## config.mk

```make
export PLATFORM = sky130hd
export DESIGN_NAME = alu_issue
export DESIGN_NICKNAME = d
export VERILOG_FILES = /design/src/rtl/alu_issue.sv
export SDC_FILE = /design/constraint.sdc
export NUM_CORES = 1
export LEC_CHECK = 0
export ABC_AREA = 0
export BUFFER_PORTS_ARGS = -buffer_cell sky130_fd_sc_hd__buf_2
export CORE_ASPECT_RATIO = 0.9
export CORE_MARGIN = 4
export CORE_UTILIZATION = 56
export DETAILED_ROUTE_END_ITERATION = 10
export PLACE_DENSITY = 0.87
export SYNTH_ARGS = -nofsm -noshare
export SYNTH_HDL_FRONTEND = slang
export SYNTH_SLANG_ARGS = --single-unit
```

## constraint.sdc

```tcl
create_clock -name clk -period 4.1 [get_ports clk]
set_clock_uncertainty 0.05 [all_clocks]
set_input_delay 0.82 -clock clk [delete_from_list [all_inputs] [get_ports clk]]
set_output_delay 0.82 -clock clk [all_outputs]
set_load 0.005 [all_outputs]
```

## src/rtl/alu_issue.sv

```systemverilog
// Decode/issue stage for RV32I OP, OP-IMM and LUI. It feeds the ALU through a
// registered output stage with one skid entry, so backpressure never loses or repeats work.
module alu_issue #(
    parameter int ALUCTRL_WIDTH = 4,
    parameter int XLEN          = 32
) (
    input  logic                     clk,
    input  logic                     rst_n,
    input  logic [31:0]              instr_i,
    input  logic [XLEN-1:0]          rs1_data_i,
    input  logic [XLEN-1:0]          rs2_data_i,
    input  logic                     instr_valid_i,
    output logic                     instr_ready_o,
    output logic [XLEN-1:0]          alu_a_o,
    output logic [XLEN-1:0]          alu_b_o,
    output logic [ALUCTRL_WIDTH-1:0] aluctrl_o,
    output logic [4:0]               rd_o,
    output logic                     issue_valid_o,
    input  logic                     issue_ready_i,
    output logic                     illegal_o,
    output logic [7:0]               illegal_cnt_o
);

    localparam logic [6:0] OPC_REG = 7'b0110011;
    localparam logic [6:0] OPC_IMM = 7'b0010011;
    localparam logic [6:0] OPC_LUI = 7'b0110111;
    localparam logic [6:0] F7_ZERO = 7'b0000000;
    localparam logic [6:0] F7_ALT  = 7'b0100000;

    typedef struct packed {
        logic [XLEN-1:0]          a;
        logic [XLEN-1:0]          b;
        logic [ALUCTRL_WIDTH-1:0] ctrl;
        logic [4:0]               rd;
    } issue_t;

    logic [6:0] opcode;
    logic [2:0] f3;
    logic [6:0] f7;
    issue_t     dec;
    logic       legal;

    issue_t     out_q;
    logic       out_vld;
    issue_t     skid_q;
    logic       skid_vld;
    logic       ready_q;
    logic       illegal_q;
    logic [7:0] cnt;

    logic accept;
    logic out_fire;

    // Register indices are resolved upstream; only their data arrives here.
    logic unused_rs_idx;
    assign unused_rs_idx = ^instr_i[19:15];

    assign opcode = instr_i[6:0];
    assign f3     = instr_i[14:12];
    assign f7     = instr_i[31:25];

    always_comb begin
        dec   = '0;
        legal = 1'b0;
        case (opcode)
            OPC_REG: begin
                dec.a    = rs1_data_i;
                dec.b    = rs2_data_i;
                dec.ctrl = ALUCTRL_WIDTH'({f7[5], f3});
                dec.rd   = instr_i[11:7];
                legal    = (f7 == F7_ZERO) ||
                           ((f7 == F7_ALT) && ((f3 == 3'b000) || (f3 == 3'b101)));
            end
            OPC_IMM: begin
                dec.a  = rs1_data_i;
                dec.b  = XLEN'($signed(instr_i[31:20]));
                dec.rd = instr_i[11:7];
                // Only the shift-right form uses f7 to pick arithmetic vs logical.
                if (f3 == 3'b101) begin
                    dec.ctrl = ALUCTRL_WIDTH'({f7[5], f3});
                    legal    = (f7 == F7_ZERO) || (f7 == F7_ALT);
                end else if (f3 == 3'b001) begin
                    dec.ctrl = ALUCTRL_WIDTH'({1'b0, f3});
                    legal    = (f7 == F7_ZERO);
                end else begin
                    dec.ctrl = ALUCTRL_WIDTH'({1'b0, f3});
                    legal    = 1'b1;
                end
            end
            OPC_LUI: begin
                dec.a    = '0;
                dec.b    = XLEN'($signed({instr_i[31:12], 12'b0}));
                dec.ctrl = '0;
                dec.rd   = instr_i[11:7];
                legal    = 1'b1;
            end
            default: begin
                dec   = '0;
                legal = 1'b0;
            end
        endcase
    end

    assign accept   = instr_valid_i & ready_q;
    assign out_fire = out_vld & issue_ready_i;

    // ready_q drops in the same edge the skid entry fills, so the skid never overflows.
    always_ff @(posedge clk) begin
        if (!rst_n) begin
            out_q     <= '0;
            out_vld   <= 1'b0;
            skid_q    <= '0;
            skid_vld  <= 1'b0;
            ready_q   <= 1'b1;
            illegal_q <= 1'b0;
            cnt       <= 8'd0;
        end else begin
            illegal_q <= accept & ~legal;
            if (accept && !legal && (cnt != 8'hFF))
                cnt <= cnt + 8'd1;

            if (accept && legal) begin
                if (!out_vld || out_fire) begin
                    out_q   <= dec;
                    out_vld <= 1'b1;
                end else begin
                    skid_q   <= dec;
                    skid_vld <= 1'b1;
                    ready_q  <= 1'b0;
                end
            end else if (out_fire) begin
                if (skid_vld) begin
                    out_q    <= skid_q;
                    skid_vld <= 1'b0;
                    ready_q  <= 1'b1;
                end else begin
                    out_vld <= 1'b0;
                end
            end
        end
    end

    assign instr_ready_o = ready_q;
    assign issue_valid_o = out_vld;
    assign alu_a_o       = out_q.a;
    assign alu_b_o       = out_q.b;
    assign aluctrl_o     = out_q.ctrl;
    assign rd_o          = out_q.rd;
    assign illegal_o     = illegal_q;
    assign illegal_cnt_o = cnt;

endmodule
```

# == Word-level counts from Yosys, hierarchy flattened ==
# Cells that the tools add are included.
# classes
eq_ne,10
div,0
magnitude_cmp,0
bitwise_logic,5
n_reduce_logical,19
n_mul,0
n_addsub,1
n_shift,0
mux,20
# ops
operator,count
$mux 73,4
$pmux 73 s3,1
$eq 7x6->1 const B,3
$mux 1,13
$reduce_and 3->1,3
$add 8x1->8 const B,1
$ne 8x8->1 const B,1
$eq 7x5->1 const B,1
$logic_not 7->1,1
$logic_and 1x1->1,4
$logic_or 1x1->1,4
$mux 4,1
$ne 2x1->1 const B,2
$reduce_and 2->1,2
$reduce_bool 2->1,2
$and 1x1->1,3
$eq 3x1->1 const B,1
$eq 3x3->1 const B,1
$logic_not 3->1,1
$pmux 1 s3,1
$logic_not 1->1,2
$ne 2x2->1 const B,1
$not 1->1,2
# totals
latchBits,0
regBits,158
n_memories,0
elab_cells,68
rom_bits,0
ramBits,0

# == Depth between registers and ports, before layout ==
# depth
ltp_word,8
ltp_mapped,9
mapped_depth_nobuf,5

# == Worst setup path after synthesis ==
# No wires, ideal clock.
# synth_timing
path_kind,input to register
startpoint,input instr_i[3]
endpoint,register out_q (netlist bit alu_a_o[29])
t_required_ns,3.946
setup_slack_ns,1.597
cell_stages,7
setup_time_ns,0.104
arrival_ns,2.349
n_path_buf,2
cell_sequence,and4bb_2 nand4_4 nor2_1 buf_2 clkbuf_1 a211oi_1 a2111oi_2
# synth_via
elab_chain_len,5
word_cells_on_any_way,12
# synth_lines
item,line_no,rtl
start: declaration,9,"input logic [31:0] instr_i,"
$eq 7x6->1 / $eq 7x5->1 (equally long branches),65,case (opcode)
$pmux 1 s3,65,
$logic_and 1x1->1,122,if (accept && legal) begin
$ne 2x1->1 (no line) / $reduce_bool 2->1 (equally long branches),-,
$reduce_and 3->1 (no line),-,
end signal: assignment,133,out_q <= skid_q;
end: declaration,43,issue_t out_q;
# Several ways; a longest one is shown, not always the timed one. The select of a mux whose other input is x is not followed.
# A chain may end at the register's enable or synchronous reset.

# == Worst setup path after layout ==
# layout_timing
startpoint,input instr_i[4]
endpoint,register out_q (netlist bit alu_a_o[7])
# Same word-level chain as after synthesis.

==> metrics.md <==
| Metric | Value |
|---|---|
| Core ar. | `14300 um2` |
| Routability cong. | `0.860` |
| Grt ovf | `0` |
| Global-route wire length before repair | `40.2 mm` |
| Async SR Flop Fraction | `0%` |
| Worst path slowest cell | `buf_4` |
| Final Hold Fails | `0` |
| Reg clk slew, reported paths | `60 ps` |
| Fin Setup TNS | `0 ps` |
| Final ANT Viol Nets | `0` |
| Number of enable flip-flop cells after synthesis | `0` |
| Largest net degree at the start of global routing | `81` |
| Ys Warns | `0` |
| Setup WS pre-CTS | `559 ps` |
| Kind of critical path | `primary input to flip-flop` |
| Final-report max-slew violation count | `0` |
| Antenna violations before repair | `0` |
| Area Growth Syn to Fin | `19.4%` |
| Yosys cell types | `45` |
| Worst Hold Class | `flip-flop to flip-flop` |
| CTS sink cnt | `158` |
| Final WS setup | `942 ps` |
| Die height | `123 um` |
| Worst-path fanout max | `80` |
| CTS tree | `built` |
| RSZ-0062 raised after global routing | `false` |
| Peak VDD IR | `309 uV` |
| WP data arrival | `3400 ps` |
| Syn Area/Cell | `8.66 um2` |
| Cell count of the worst reg-to-reg path | `7` |
| Mapped Cells | `958` |
| Worst slew pin tran | `1010 ps` |
| R2R Setup Slk | `1330 ps` |
| Vias in the first global route | `8055` |
| Data required, critical path | `4340 ps` |
| CP Depth | `9` |
| Worst Hold Path Cells | `2` |
| Initial Utilization | `58.2%` |
| CP bufs+invs | `4` |
| Layout Cells excl Fill | `1282` |
| DRC violation total after the first TritonRoute iteration | `1022` |
| Synth Net Count | `1059` |
| Setup crit end kind | `flip-flop` |
| Top delay family on crit path | `buffers and inverters` |
| CP max stage delay | `720 ps` |
| Slew margin rel. | `32.4%` |
| Final setup viols | `0` |
| Nets | `1177` |
| Status | `finished clean` |
| WL per Instance | `19.6 um` |
| Most used DFF post-synth | `dfxtp_1` |
| Critical Path Most Common Cell | `buf_4` |
| Post CTS Setup Buffer Count | `0` |
| Clk Latency, worst-skew pair | `430 ps` |
| Share of cells above drive strength 1 | `29.2%` |
| Crit path time final | `3160 ps` |
| Pre-antenna DRT Iters | `8` |
| CTS buffer count | `17` |
| Crit share post-route | `77.0%` |
| Number of max-cap violations | `0` |
| Crit path cell chain | `buf_2 -> and4bb_2 -> nand4_4 -> buf_4 -> a211oi_4 -> buf_4 -> nor2_4 -> buf_4 -> a2111oi_2` |
| PD cells | `347 nW/um2` |
| Row cnt | `41` |
| Die W | `136 um` |
| Mapped cell area | `8300 um2` |
| DP Wirelength | `16.0 mm` |
| FF+latch count, synth | `158` |
| Drt via density | `6.50` |
| Area of the die | `16800 um2` |
| Global-route usage over all layers | `29.9%` |
| Placed insts | `1250` |
| Lkg Pwr | `0.00402 uW` |
| Fmax | `317 MHz` |
| CP startpoint kind | `primary input` |
| Ant. Diodes | `0` |
| Ports | `184` |
| Clock buffer depth | `2` |
| Root Buffer | `clkbuf_16` |
| Routed vias | `8333` |
| Register area share after synthesis | `38.1%` |
| PortBufs | `183` |
| # hold bufs at CTS | `0` |
| Post-cts sizing count | `0` |
| H-tree levels | `4` |
| Detailed Route WL | `25.2 mm` |
| DRC Markers | `0` |
synthesized netlist by cell type, types with 3 or more instances:
cell type | count | area (um2)
mux2i_1 | 85 | 851
o21ai_0 | 3 | 15.0
nand2b_1 | 5 | 31.3
o31ai_1 | 7 | 52.6
mux2_2 | 20 | 225
buf_4 | 8 | 60.1
or4_1 | 5 | 37.5
dfxtp_1 | 158 | 3160
o311ai_1 | 3 | 26.3
nand2_1 | 146 | 548
nand3_1 | 37 | 185
a2111oi_0 | 38 | 333
and3_1 | 4 | 25.0
nand4_1 | 3 | 18.8
buf_2 | 23 | 115
and2_1 | 3 | 18.8
nor4_1 | 68 | 425
a211oi_1 | 72 | 541
nor2_1 | 85 | 319
a21oi_1 | 28 | 140
inv_1 | 7 | 26.3
a2111oi_2 | 39 | 586
clkbuf_1 | 81 | 304
worst paths after layout:
path,from,to
hold / removal,skid_q[52]$_SDFFE_PN0P_,skid_q[52]$_SDFFE_PN0P_
hold reg to reg,skid_q[52]$_SDFFE_PN0P_,skid_q[52]$_SDFFE_PN0P_
setup reg to reg,instr_ready_o$_SDFFE_PN1P_,alu_a_o[7]$_SDFFE_PN0P_
setup / recovery,instr_i[4],alu_a_o[7]$_SDFFE_PN0P_
per-stage QoR:
step                      power (uW)  hold slack, ps  area, um2  util, %
after global placement          1840             392       9310     65.2
after CTS                       3430             410       9910     69.5
final                           3440             410       9910     69.5
after floorplan                 1730             385       8300        -
after global routing            3530             420       9910     69.5
after detailed placement        1840             401       9310     65.2
final cells by class:
cell class                      count  area, um2
Inverter                            7       26.3
Clock inverter                      9        134
Clock buffer                       23        468
Tap cell                          193        241
Sequential cell                   158       3160
Fill cell                        1111       4350
Timing Repair Buffer              213       1180
Multi-Input combinational cell    679       4690
power breakdown:
group          switching (uW)  leakage [uW]  internal (uW)
sequential               6.71       0.00127           1540
combinational             170       0.00246           96.8
clock                     630      0.000292            992
tightest hold or removal path: stages, from the launching register on:
cell and delay (ps):
dfxtp_1 310, nand2_1 50, mux2i_1 50
cell families after synthesis:
kind of cell    after synthesis  synth area share (%)
xor+xnor                      1                 0.106
simple gates                368                  20.7
flops                       158                  38.1
compound gates              204                  21.8
buf+inv                     121                  6.18
fa+ha+maj                     1                 0.151
mux                         105                  13.0
flip-flops by register name, summed over array words and instances (netlist names):
register / count
alu_b_o: 32
skid_q: 73
illegal_o: 1
issue_valid_o: 1
skid_vld: 1
instr_ready_o: 1
aluctrl_o: 4
illegal_cnt_o: 8
rd_o: 5
alu_a_o: 32
placed cells by master (no fill, tap or decap), drive strengths merged, types with 2 or more instances in the layout:
cell type / synthesis / routed
nand2: 146 / 146
dfxtp: 158 / 158
nor3: 3 / 3
buf: 33 / 213
o21ai: 5 / 5
nand2b: 5 / 5
clkinv: 0 / 4
or4: 5 / 5
o22ai: 2 / 2
o31ai: 7 / 7
nor2: 85 / 85
clkbuf: 81 / 23
nand4: 4 / 4
nor4: 69 / 69
a22oi: 2 / 2
nor4b: 2 / 2
a2111oi: 77 / 77
inv: 7 / 8
a211oi: 73 / 73
nor2b: 2 / 2
a21oi: 28 / 28
and2: 3 / 3
mux2i: 85 / 85
a31oi: 2 / 2
o311ai: 4 / 4
nand3: 37 / 37
bufinv: 0 / 3
and3: 4 / 4
mux2: 20 / 20
layer usage:
metal	GRT usage, %	wire (um)	up-vias
li1	-	-	3834
met1	39.1	10200	3893
met2	46.0	11800	499
met3	7.08	2150	107
met4	15.7	1120	0
met5	0	0	-
(Power assumes the default switching activity.)
